<file path="src/rtl/messbauer_pkg.sv">
// Purpose: shared state encoding, timing defaults and saw-tooth slope constants for the velocity chain.
// Latency: n/a (constants and helpers only).
// Backpressure: n/a.
package messbauer_pkg;

  typedef logic [1:0] state_t;

  localparam state_t ST_IDLE    = 2'd0;
  localparam state_t ST_START   = 2'd1;
  localparam state_t ST_CH_HIGH = 2'd2;
  localparam state_t ST_CH_LOW  = 2'd3;

  localparam int DEF_CHANNEL_PERIOD     = 100;
  localparam int DEF_CHANNEL_HIGH_TIME  = 50;
  localparam int DEF_START_DURATION     = 10;
  localparam int DEF_CHANNELS_PER_FRAME = 4096;

  // The saw-tooth generator steps once per channel falling edge and spans
  // its full DAC range over one frame, so both blocks derive from the same
  // channel count.
  localparam int SAW_STEPS_PER_FRAME = DEF_CHANNELS_PER_FRAME;
  localparam int SAW_DAC_WIDTH       = 16;
  localparam int SAW_SLOPE           = (2 ** SAW_DAC_WIDTH) / SAW_STEPS_PER_FRAME;

  function automatic int max_i(input int a, input int b);
    return (a > b) ? a : b;
  endfunction

endpackage

</file>
<file path="src/rtl/messbauer_phase_timer.sv">
// Purpose: loadable phase down-counter with terminal-count flags.
// Latency: loaded value visible the cycle after load; tc_nxt predicts tc one cycle early.
// Backpressure: none; counts every cycle, holds at zero.
// Ports: clk/areset (async, active-high); load + load_val reload the counter;
//        tc = counter is zero this cycle; tc_nxt = counter will be zero next cycle.
module messbauer_phase_timer #(
  parameter int WIDTH = 8
) (
  input  logic             clk,
  input  logic             areset,
  input  logic             load,
  input  logic [WIDTH-1:0] load_val,
  output logic             tc,
  output logic             tc_nxt
);

  logic [WIDTH-1:0] count;

  always_ff @(posedge clk or posedge areset) begin
    if (areset) begin
      count <= '0;
    end else if (load) begin
      count <= load_val;
    end else if (count != '0) begin
      count <= count - WIDTH'(1);
    end
  end

  assign tc     = (count == '0);
  // Lets the parent register outputs that must coincide with the last cycle of a phase.
  assign tc_nxt = load ? (load_val == '0) : (count <= WIDTH'(1));

endmodule

</file>
<file path="src/rtl/messbauer_channel_sequencer.sv">
// Purpose: frame start pulse and channel advance strobe generator for the Mossbauer velocity chain.
// Latency: start rises one cycle after enable is sampled in IDLE; all outputs registered.
// Backpressure: none; free-running once started, enable only checked in IDLE and at frame end.
// Ports: clk, areset (async, active-high), enable (run request level);
//        start, channel (strobe, falling edge = advance), channel_index, frame_done (1-cycle),
//        frame_count (frames completed this run, wraps), busy (not idle).
module messbauer_channel_sequencer
  import messbauer_pkg::*;
#(
  parameter int CHANNEL_PERIOD     = DEF_CHANNEL_PERIOD,
  parameter int CHANNEL_HIGH_TIME  = DEF_CHANNEL_HIGH_TIME,
  parameter int START_DURATION     = DEF_START_DURATION,
  parameter int CHANNELS_PER_FRAME = DEF_CHANNELS_PER_FRAME,
  parameter int CHANNEL_WIDTH      = 12,
  parameter int FRAMES             = 0,
  parameter int FRAME_COUNT_WIDTH  = 16
) (
  input  logic                         clk,
  input  logic                         areset,
  input  logic                         enable,
  output logic                         start,
  output logic                         channel,
  output logic [CHANNEL_WIDTH-1:0]     channel_index,
  output logic                         frame_done,
  output logic [FRAME_COUNT_WIDTH-1:0] frame_count,
  output logic                         busy
);

  localparam int TW = $clog2(max_i(CHANNEL_PERIOD, START_DURATION));

  localparam logic [TW-1:0] LD_START = TW'(START_DURATION - 1);
  localparam logic [TW-1:0] LD_HIGH  = TW'(CHANNEL_HIGH_TIME - 1);
  localparam logic [TW-1:0] LD_LOW   = TW'(CHANNEL_PERIOD - CHANNEL_HIGH_TIME - 1);

  localparam logic [CHANNEL_WIDTH-1:0] LAST_CH  = CHANNEL_WIDTH'(CHANNELS_PER_FRAME - 1);
  localparam logic [31:0]              FRAMES_U = 32'(FRAMES);

  state_t state_q, state_nxt;

  logic          load;
  logic [TW-1:0] load_val;
  logic          tc, tc_nxt;

  logic armed_q, armed_d;
  logic last_ch, frame_end, cont;
  logic start_d, channel_d, busy_d, frame_done_d;
  logic [CHANNEL_WIDTH-1:0]     idx_d;
  logic [FRAME_COUNT_WIDTH-1:0] fc_d;

  messbauer_phase_timer #(.WIDTH(TW)) u_timer (
    .clk      (clk),
    .areset   (areset),
    .load     (load),
    .load_val (load_val),
    .tc       (tc),
    .tc_nxt   (tc_nxt)
  );

  assign last_ch   = (channel_index == LAST_CH);
  assign frame_end = (state_q == ST_CH_LOW) && tc && last_ch;
  // frame_count already holds the post-increment value during the last CH_LOW cycle.
  assign cont      = enable && ((FRAMES == 0) || (32'(frame_count) < FRAMES_U));

  always_ff @(posedge clk or posedge areset) begin
    if (areset) state_q <= ST_IDLE;
    else        state_q <= state_nxt;
  end

  always_comb begin
    state_nxt = state_q;
    case (state_q)
      ST_IDLE:    if (enable && armed_q) state_nxt = ST_START;
      ST_START:   if (tc) state_nxt = ST_CH_HIGH;
      ST_CH_HIGH: if (tc) state_nxt = ST_CH_LOW;
      ST_CH_LOW:  if (tc) state_nxt = !last_ch ? ST_CH_HIGH : (cont ? ST_START : ST_IDLE);
      default:    state_nxt = ST_IDLE;
    endcase
  end

  // Output values are decoded from the next state and registered, so every
  // output lines up exactly with the state it describes.
  always_comb begin
    load     = (state_nxt != state_q);
    load_val = '0;
    case (state_nxt)
      ST_START:   load_val = LD_START;
      ST_CH_HIGH: load_val = LD_HIGH;
      ST_CH_LOW:  load_val = LD_LOW;
      default:    load_val = '0;
    endcase

    start_d   = (state_nxt == ST_START);
    channel_d = (state_nxt == ST_CH_HIGH);
    busy_d    = (state_nxt != ST_IDLE);

    idx_d = channel_index;
    if (state_q == ST_IDLE && state_nxt == ST_START) begin
      idx_d = '0;
    end else if (state_q == ST_CH_LOW && tc) begin
      idx_d = last_ch ? '0 : channel_index + CHANNEL_WIDTH'(1);
    end

    frame_done_d = (state_nxt == ST_CH_LOW) && tc_nxt && (idx_d == LAST_CH);

    fc_d = frame_count;
    if (state_q == ST_IDLE && state_nxt == ST_START) begin
      fc_d = '0;
    end else if (frame_done_d) begin
      fc_d = frame_count + FRAME_COUNT_WIDTH'(1);
    end

    // After the frame limit stops a run, a fresh run needs enable to go low first.
    armed_d = armed_q;
    if (!enable)                armed_d = 1'b1;
    else if (frame_end && !cont) armed_d = 1'b0;
  end

  always_ff @(posedge clk or posedge areset) begin
    if (areset) begin
      start         <= 1'b0;
      channel       <= 1'b0;
      busy          <= 1'b0;
      frame_done    <= 1'b0;
      channel_index <= '0;
      frame_count   <= '0;
      armed_q       <= 1'b1;
    end else begin
      start         <= start_d;
      channel       <= channel_d;
      busy          <= busy_d;
      frame_done    <= frame_done_d;
      channel_index <= idx_d;
      frame_count   <= fc_d;
      armed_q       <= armed_d;
    end
  end

endmodule

</file>
<file path="config.mk">
export PLATFORM = sky130hd
export DESIGN_NAME = messbauer_channel_sequencer
export DESIGN_NICKNAME = d
export VERILOG_FILES = /design/src/rtl/messbauer_pkg.sv /design/src/rtl/messbauer_phase_timer.sv /design/src/rtl/messbauer_channel_sequencer.sv
export SDC_FILE = /design/constraint.sdc
export NUM_CORES = 1
export LEC_CHECK = 0
export ABC_CLOCK_PERIOD_IN_PS = 4500
export CAP_MARGIN = 25
export CORE_MARGIN = 8
export CORE_UTILIZATION = 41
export CTS_CLUSTER_DIAMETER = 200
export CTS_CLUSTER_SIZE = 30
export DETAILED_ROUTE_END_ITERATION = 8
export MAX_ROUTING_LAYER = met4
export PLACE_DENSITY_LB_ADDON = 0.2
export SYNTH_ARGS = -nofsm -noshare
export SYNTH_HDL_FRONTEND = slang
export SYNTH_SLANG_ARGS = --single-unit
</file>
<file path="constraint.sdc">
create_clock -name clk -period 4.5 [get_ports clk]
set_input_delay 0.9 -clock clk [delete_from_list [all_inputs] [get_ports clk]]
set_output_delay 0.9 -clock clk [all_outputs]
set_load 0.1 [all_outputs]
</file>
Word level (Yosys, flattened, before mapping) --
Index checks and enable logic that the tools add are counted.
Cells by class: add/subtract/negate cells 3, order comparisons 1, equal/unequal tests 10, multiplexer cells 18, reduce and logical (&&, ||, !) cells 16
Operator list (number):
- 2-to-1 mux 12 bit | 3
- 2-to-1 mux 16 bit | 2
- equality test 12 bit, second input constant | 2
- adder 16 x 1 -> 16 bit, second input constant | 1
- zero test 7 bit | 2
- 2-to-1 mux 7 bit | 2
- adder 12 x 1 -> 12 bit, second input constant | 1
- one-hot mux 6 bit (2 select lines) | 1
- 2-to-1 mux 2 bit | 5
- equality test 2 bit, second input constant | 4
- one-hot mux 2 bit (4 select lines) | 1
- less-or-equal comparator 7 x 1 -> 1 bit, second input constant | 1
- logical AND 1 bit | 7
- nonzero test 7 bit | 1
- subtractor 7 x 1 -> 7 bit, second input constant | 1
- nonzero test 2 bit | 3
- equality test 2 x 1 -> 1 bit, second input constant | 2
- 2-to-1 mux 1 bit | 4
- zero test 2 bit | 1
- inequality test 2 x 1 -> 1 bit, second input constant | 1
- inequality test 2 bit | 1
- OR reduction 2 bit | 1
- zero test 1 bit | 1
Word-level totals: flip-flop bits (word level) 42, output and inout bits 32, word-level logic and storage cells 57

Depth between registers and ports, before layout --
Gate-level depths: netlist of run 1.
word-level depth 13, depth in mapped cells 13

Modules after synthesis --
A second synthesis of run 1 with hierarchy kept.
Second synthesis, totals: cells, all modules 282, area total of the unflattened synthesis 2487.4 um^2
By module, submodules not included:
- messbauer_channel_sequencer | times used 1, cells each 227, area an instance 1996.9 um^2
- messbauer_phase_timer | times used 1, cells each 55, area an instance 490.5 um^2

Worst setup path after synthesis of run 1 --
OpenSTA, ideal clock, no wires.
kind register to register, from reg channel_index[0], to reg frame_count[6], library setup time 163 ps, data arrival time 3492 ps, data required time 4337 ps, setup slack 845 ps, cell stages (with the launch flop) 12, period minus slack after synthesis 3655 ps, path through dfrtp_1 ha_1 nand3_1 or4_1 o211a_1 a211oi_1 nand4_1 or2_4 buf_6 buf_2 o211ai_1 o31ai_1
Between the ends: longest elaborated chain between the ends 12
Ends and longest elaborated chain:
- start, declared | line messbauer_channel_sequencer.sv:23 | output logic [CHANNEL_WIDTH-1:0] channel_index,
- start signal, assigned | line messbauer_channel_sequencer.sv:132 | channel_index <= idx_d;
- equality test 12 bit | line messbauer_channel_sequencer.sv:59 | assign last_ch = (channel_index == LAST_CH);
- 2-to-1 mux 2 bit (2 in a row) | line messbauer_channel_sequencer.sv:75 | ST_CH_LOW: if (tc) state_nxt = !last_ch ? ST_CH_HIGH : (cont ? ST_START : ST_IDLE);
- one-hot mux 2 bit (4 select lines) | line messbauer_channel_sequencer.sv:71 | case (state_q)
- equality test 2 bit, on equally long branches | line messbauer_channel_sequencer.sv:85, messbauer_channel_sequencer.sv:103
- OR reduction 2 bit (no source line)
- one-hot mux 6 bit (2 select lines) | line messbauer_channel_sequencer.sv:85 | case (state_nxt)
- zero test 7 bit | line messbauer_phase_timer.sv:31 | assign tc_nxt = load ? (load_val == '0) : (count <= WIDTH'(1));
- 2-to-1 mux 1 bit | line messbauer_phase_timer.sv:31
- logical AND 1 bit (2 in a row) | line messbauer_channel_sequencer.sv:103 | frame_done_d = (state_nxt == ST_CH_LOW) && tc_nxt && (idx_d == LAST_CH);
- nonzero test 2 bit (no source line)
- end signal, assigned | line messbauer_channel_sequencer.sv:125 | frame_count <= '0;
- end signal, assigned | line messbauer_channel_sequencer.sv:133 | frame_count <= fc_d;
- end, declared | line messbauer_channel_sequencer.sv:25 | output logic [FRAME_COUNT_WIDTH-1:0] frame_count,
Parallel ways exist; a longest one is shown, timed or not. A chain may end at the register's enable or synchronous reset.

Worst setup path in the final report of run 1 --
from reg u_timer.count[0], to reg frame_count[13]
Between the ends: longest elaborated chain between the ends 11
Ends and longest elaborated chain:
- start, declared | line messbauer_phase_timer.sv:17 | logic [WIDTH-1:0] count;
- start signal, assigned | line messbauer_phase_timer.sv:23 | count <= load_val;
- start signal, assigned | line messbauer_phase_timer.sv:25 | count <= count - WIDTH'(1);
- zero test 7 bit | line messbauer_phase_timer.sv:29 | assign tc = (count == '0);
- 2-to-1 mux 2 bit, on equally long branches | line messbauer_channel_sequencer.sv:75, messbauer_channel_sequencer.sv:73, messbauer_channel_sequencer.sv:74
- one-hot mux 2 bit (4 select lines) | line messbauer_channel_sequencer.sv:71
- equality test 2 bit, on equally long branches | line messbauer_channel_sequencer.sv:85, messbauer_channel_sequencer.sv:103
- OR reduction 2 bit (no source line)
- one-hot mux 6 bit (2 select lines) | line messbauer_channel_sequencer.sv:85
- zero test 7 bit | line messbauer_phase_timer.sv:31
- 2-to-1 mux 1 bit | line messbauer_phase_timer.sv:31
- logical AND 1 bit (2 in a row) | line messbauer_channel_sequencer.sv:103
- nonzero test 2 bit (no source line)
Parallel ways exist; a longest one is shown, timed or not.

==> key figures, run 1 <==
Outcome
  – Status: complete, no violations

Timing
  – Slew Limit Fails: 0
  – Relative slew slack: 0.347
  – Min Tclk post-route: 3500 ps
  – F_max: 286 MHz
  – Final setup fails: 0
  – RSZ-0062 raised after global routing: no
  – Fin Hold WS: 517 ps
  – Final Cycle Share: 0.777
  – Setup TNS: 0 ps
  – Final hold violation count: 0
  – Clock skew: 19.0 ps
  – Worst-margin pin slew: 976 ps

Drt
  – DRC violations left: 0
  – Routed wire length: 5710 µm
  – DR vias/cell: 5.65
  – Post-route ant nets: 0
  – Via count: 2,119
  – Initial detailed-routing violation count: 113
  – Routed len/inst: 15.2 µm
  – DR pass1 iterations: 4

Place
  – Placed Instances: 367
  – IO Port Bufs: 34
  – Final HPWL DP: 4130 µm
  – Gpl congestion: 0.852
  – Placed inst area: 2790 µm²

Cells and area
  – Final instance area: 2900 µm²
  – Final non-filler cell total: 375
  – Inserted Diodes: 0
  – Layout area overhead: 20.7%
  – Fillers: 558
  – Nets@finish: 306
  – Layout cells sized above 1: 0.0767

Synth
  – Distinct cell type count after synthesis: 50
  – Post-synth top cells: 41 x dfrtp_1, 27 x nand2_1, 20 x a21oi_1
  – Syn_nets: 274
  – Warnings, synthesis: 0
  – Main synth FF type: dfrtp_1
  – Top cell type's share of synthesized area: 0.427
  – Mapped Cells: 267
  – Register area share after synthesis: 0.438
  – Compound-gate portion of the synthesized area: 0.141
  – Number of flops mapped to enable cells by yosys: 0
  – Synth top area cells: dfrtp_1 43%, nand2_1 4.2%, a21oi_1 4.2%
  – Xor/xnor share of the synthesized area: 0.0474
  – Synth Area per Inst: 8.99 µm²
  – Area leader, netlist: dfrtp_1
  – Ys async rst share: 1.00
  – Largest family of logic cells by synthesized area: simple AND/OR/NAND/NOR gates
  – Adder-Cell Fraction of Synth Area: 0.0208
  – Post-synthesis mux area share: 0.00834
  – Synth Register Bits: 42
  – Count leader, synth: dfrtp_1
  – Mapped Area: 2400 µm²
  – Synth Area in Simple Gates: 0.304

Floorplanning
  – Placeable Area: 5780 µm²
  – Total Die Area: 8560 µm²
  – I/O pins: 35
  – # rows: 28
  – Die X: 92.5 µm
  – Initial core utilization: 0.415
  – Chip height: 92.5 µm

Setup path
  – Worst-path fanout max: 24
  – Crit path capture type: register
  – Crit path launch: u_timer.count[0]$_DFFE_PP0P_
  – R2r setup slk: 1000 ps
  – WP data required: 4740 ps
  – Worst setup SP type: register
  – R2r startpoint: u_timer.count[0]$_DFFE_PP0P_
  – Worst Path Arrival: 3740 ps
  – Worst R2R Path Depth: 10
  – Crit path kind: register to register
  – Reg-to-Reg End: frame_count[13]$_DFFE_PP0P_

Hold path
  – Hold EP: armed_q$_DFFE_PP1P_
  – WHS Path Cells: 1
  – Worst hold path class: register to register
  – Worst Hold Launch: armed_q$_DFFE_PP1P_

GRT
  – Vias in the first global route: 2,038
  – Gr usage total: 0.145
  – First-pass GRT wire length: 9830 µm
  – Overflow after GRT: 0
  – Pin count of the biggest net entering global routing: 25
  – Initial antenna violation count: 0

Clock network
  – Clock sink count: 42
  – Max clock buf depth: 2
  – Clock latency on the worst-skew pair: 300 ps
  – Hold-fix buffers at CTS: 0
  – Clk root buf: clkbuf_8
  – TritonCTS buffer count: 5
  – CTS tree: built
  – Post-CTS setup buffer count: 0
  – CTS-repair resized insts: 0
  – H-tree lvl count: 2
  – Clock-pin slew on the worst setup and hold paths: 90 ps

Power
  – VDD IR max: 0.321 mV
  – Lkg Pwr: 1.13 nW
  – Power Dens Cells: 450 nW/µm²

Run
  – Maxcap violations: 0
-- report_power, final --
| group | total, mW | switching (mW) | internal (mW) | leakage, nW |
|---|---|---|---|---|
| Sequential | 0.512 | 0.0741 | 0.438 | 0.552 |
| Combinational | 0.490 | 0.337 | 0.153 | 0.525 |
| Clock | 0.303 | 0.137 | 0.166 | 0.0514 |
| Total | 1.31 | 0.549 | 0.757 | 1.13 |
-- cells by family after synthesis --
kind of cell,Yosys count
simple gates,132
compound gates,54
flops,42
buf+inv,20
xor+xnor,13
fa+ha+maj,4
mux,2
-- cells in the final DEF (no fill, tap or decap), types with 6 or more instances in the layout --
cell,n
nor3_1,9
and3_1,8
inv_1,8
nor2_1,18
nand3_1,16
or3_1,13
o31ai_1,7
dfrtp_1,41
clkdlybuf4s50_1,34
xnor2_1,7
o21ai_1,9
nand2_1,27
a21oi_1,20
xor2_1,6
-- worst max-delay path, stage by stage (launching register included) --
cell,delay [ps]
dfrtp_1,400
inv_1,120
ha_1,250
or3b_1,420
nor3_2,500
a211oi_1,240
a211oi_1,260
nand4_1,200
or2_4,390
or4_1,520
a21oi_1,140
-- through the flow --
stage	power [mW]	util	setup slack, ps
2_1_floorplan	0.891	-	845
6_report	1.31	0.501	1000
3_5_place_dp	1.01	0.482	1020
3_3_place_gp	1.01	0.482	1100
5_1_grt	1.38	0.501	727
4_1_cts	1.31	0.501	1010
-- layer usage --
layer,wire length (µm),vias up,global-route usage
met2,2650,61,0.216
li1,-,1027,-
met5,0,-,-
met3,352,6,0.0332
met4,65,0,0.0577
met1,2650,1025,0.186
-- registers in the layout, summed over array words and instances, names as in the netlist --
register and count:
frame_count 16, channel_index 12, u_timer.count 7, state_q 2
armed_q 1, busy 1, channel 1, frame_done 1
start 1
-- area by class of cell --
type | instances | area, µm² | area share
multi-input combinational | 205 | 1250 | 0.432
clock inverter | 2 | 37.5 | 0.0130
tap | 75 | 93.8 | 0.0324
sequential | 42 | 1050 | 0.363
clock buffer | 6 | 72.6 | 0.0250
timing repair buffer | 36 | 355 | 0.123
inverter | 9 | 33.8 | 0.0117
-- worst max-delay path by stage --
stage	to	slack, ps
floorplan	frame_count[6]$_DFFE_PP0P_	850
global placement	frame_count[13]$_DFFE_PP0P_	1100
detailed placement	frame_count[13]$_DFFE_PP0P_	1020
CTS	frame_count[13]$_DFFE_PP0P_	1010
global route	frame_count[13]$_DFFE_PP0P_	730
finish	frame_count[13]$_DFFE_PP0P_	1000
Note: power is estimated with default switching activity, not from simulation.
==> run 2: changes to the inputs <==
--- a/config.mk
+++ b/config.mk
@@ -5,7 +5,7 @@
 export SDC_FILE = /design/constraint.sdc
 export NUM_CORES = 1
 export LEC_CHECK = 0
-export ABC_CLOCK_PERIOD_IN_PS = 4500
+export ABC_CLOCK_PERIOD_IN_PS = 3600
 export CAP_MARGIN = 25
 export CORE_MARGIN = 8
 export CORE_UTILIZATION = 41
==> constraint.sdc (replaced) <==
create_clock -name clk -period 3.6 [get_ports clk]
set_input_delay 0.72 -clock clk [delete_from_list [all_inputs] [get_ports clk]]
set_output_delay 0.72 -clock clk [all_outputs]
set_load 0.1 [all_outputs]
==> key figures, run 2 (same netlist as run 1, synthesis figures left out) <==
Outcome
  – Status: complete, no violations (unchanged)

Place
  – Gpl congestion: 0.851 (was 0.852)
  – Final HPWL DP: 4180 µm (was 4130 µm)
  – IO Port Bufs: 34 (unchanged)

Clock network
  – Clock-pin slew on the worst setup and hold paths: 90 ps (about the same)
  – Clk root buf: clkbuf_8 (unchanged)
  – CTS tree: built (unchanged)
  – Clock latency on the worst-skew pair: 300 ps (about the same)
  – Max clock buf depth: 2 (unchanged)
  – CTS-repair resized insts: 0 (unchanged)
  – Clock sink count: 42 (unchanged)
  – H-tree lvl count: 2 (unchanged)
  – TritonCTS buffer count: 5 (unchanged)

Power
  – Lkg Pwr: 1.18 nW (was 1.13 nW)
  – VDD IR max: 0.506 mV (was 0.321 mV)
  – Power Dens Cells: 558 nW/µm² (was 450 nW/µm²)
  – Pwr Total: 1.64 mW (was 1.31 mW)

Setup path
  – Buffers & Inverters on Critical Path: 1 (unchanged)
  – WP data required: 3830 ps (was 4740 ps)
  – R2r startpoint: u_timer.count[0]$_DFFE_PP0P_ (unchanged)
  – Top delay family on crit path: simple AND/OR/NAND/NOR gates (unchanged)
  – Worst R2R Path Depth: 10 (unchanged)
  – Crit-path cells: inv_1 > ha_1 > or4bb_1 > or2_1 > or3_1 > a21oi_2 > o211ai_2 > or2_4 > or4_1 > a21oi_1 (was inv_1 > ha_1 > or3b_1 > nor3_2 > a211oi_1 > a211oi_1 > nand4_1 > or2_4 > or4_1 > a21oi_1)
  – Worst-path fanout max: 12 (was 24)
  – Reg-to-Reg End: frame_count[13]$_DFFE_PP0P_ (unchanged)
  – Crit path kind: register to register (unchanged)
  – Crit path capture type: register (unchanged)
  – Worst path slowest cell: or4bb_1 (was or4_1)
  – R2r setup slk: 290 ps (was 1000 ps)
  – Biggest cell delay along the critical path: 550 ps (was 520 ps)
  – Worst Path Arrival: 3540 ps (was 3740 ps)
  – Worst setup SP type: register (unchanged)

Floorplanning
  – # rows: 28 (unchanged)
  – Chip height: 92.5 µm (unchanged)
  – Placeable Area: 5780 µm² (unchanged)
  – Total Die Area: 8560 µm² (unchanged)
  – I/O pins: 35 (unchanged)
  – Initial core utilization: 0.415 (unchanged)
  – Die X: 92.5 µm (unchanged)

Cells and area
  – Commonest non-fill, non-tap cell in the layout: dfrtp_1 (unchanged)
  – Nets@finish: 314 (was 306)
  – Inserted Diodes: 0 (unchanged)
  – Largest register FFs: 16 (unchanged)
  – Layout cells sized above 1: 0.130 (was 0.0767)
  – Biggest register: frame_count (unchanged)
  – Most frequent cells in the layout: 39 x dfrtp_1, 27 x nand2_1, 27 x clkdlybuf4s50_1, 20 x a21oi_1, 18 x nor2_1 (was 41 x dfrtp_1, 34 x clkdlybuf4s50_1, 27 x nand2_1, 20 x a21oi_1, 18 x nor2_1)
  – Biggest regs: frame_count x16, channel_index x12, u_timer.count x7 (unchanged)
  – Layout area overhead: 22.5% (was 20.7%)

Drt
  – DR vias/cell: 5.49 (was 5.65)
  – Routed len/inst: 15.0 µm (was 15.2 µm)
  – Routed wire length: 5740 µm (was 5710 µm)
  – DR pass1 iterations: 5 (was 4)
  – DRC violations left: 0 (unchanged)
  – Initial detailed-routing violation count: 123 (was 113)
  – Post-route ant nets: 0 (unchanged)
  – Via count: 2,102 (was 2,119)

Timing
  – RSZ-0062 raised after global routing: no (unchanged)
  – Clock skew: 13.7 ps (was 19.0 ps)
  – Worst-margin pin slew: 984 ps (was 976 ps)
  – Final hold violation count: 0 (unchanged)
  – Final setup fails: 0 (unchanged)
  – Relative slew slack: 0.342 (was 0.347)
  – Slew Limit Fails: 0 (unchanged)
  – Setup TNS: 0 ps (unchanged)
  – F_max: 302 MHz (was 286 MHz)
  – Final Cycle Share: 0.919 (was 0.777)
  – Min Tclk post-route: 3310 ps (was 3500 ps)

Hold path
  – Worst Hold Launch: armed_q$_DFFE_PP1P_ (unchanged)
  – Hold EP: armed_q$_DFFE_PP1P_ (unchanged)
  – WHS Path Cells: 1 (unchanged)
  – Worst hold path class: register to register (unchanged)

GRT
  – Pin count of the biggest net entering global routing: 43 (was 25)
  – Initial antenna violation count: 0 (unchanged)
  – Overflow after GRT: 0 (unchanged)
  – Gr usage total: 0.148 (was 0.145)
  – First-pass GRT wire length: 10,100 µm (was 9830 µm)
  – Vias in the first global route: 2,143 (was 2,038)

Run
  – Maxcap violations: 0 (unchanged)
[run 2: repair_timing]
action | in CTS | in global routing
buffers inserted | 0 | 0
setup endpoints to repair | 0 | 1
hold buffers | 0 | 0
[run 2: worst max path at each step]
stage / from / to / cells after the start
finish: u_timer.count[0]$_DFFE_PP0P_ / frame_count[13]$_DFFE_PP0P_ / 10
global route: u_timer.count[0]$_DFFE_PP0P_ / frame_count[13]$_DFFE_PP0P_ / 10
CTS: u_timer.count[0]$_DFFE_PP0P_ / frame_count[13]$_DFFE_PP0P_ / 10
detailed placement: u_timer.count[0]$_DFFE_PP0P_ / frame_count[13]$_DFFE_PP0P_ / 10
global placement: u_timer.count[0]$_DFFE_PP0P_ / frame_count[13]$_DFFE_PP0P_ / 10
floorplan: channel_index[6]$_DFF_PP0_ / frame_count[6]$_DFFE_PP0P_ / 11
[run 2: metrics by stage]
stage	cell area [µm²]	setup slack [ps]	util	std cells	hold slack [ps]
after floorplan	2400	111	-	267	480
after global placement	2830	316	0.489	374	497
after detailed placement	2830	248	0.489	374	498
after CTS	2940	237	0.508	382	512
after global routing	2940	31.8	0.509	383	539
final	2940	290	0.509	383	512
[run 2: power by group]
part	leakage [nW]	internal, mW	switching [mW]
combinational	0.576	0.204	0.437
clock	0.0514	0.207	0.165
sequential	0.549	0.549	0.0798
[run 2: final cells by class]
type	count	area (µm²)
clock buffer	6	72.6
clock inverter	2	37.5
fill	549	2840
inverter	9	33.8
multi-input combinational	206	1260
sequential	42	1050
tap	75	93.8
timing repair buffer	43	390
[run 2: worst register-to-register path, stage by stage (launching register included)]
cell,delay [ps]
dfrtp_1,400
inv_1,120
ha_1,240
or4bb_1,550
or2_1,330
or3_1,350
a21oi_2,150
o211ai_2,150
or2_4,310
or4_1,500
a21oi_1,150
[run 2: layer usage]
metal,GRT usage,share of wire,up-vias
met1,0.180,0.46,1005
met5,-,0,-
met3,0.0348,0.044,8
met2,0.235,0.48,46
met4,0.0523,0.016,0
li1,-,-,1043
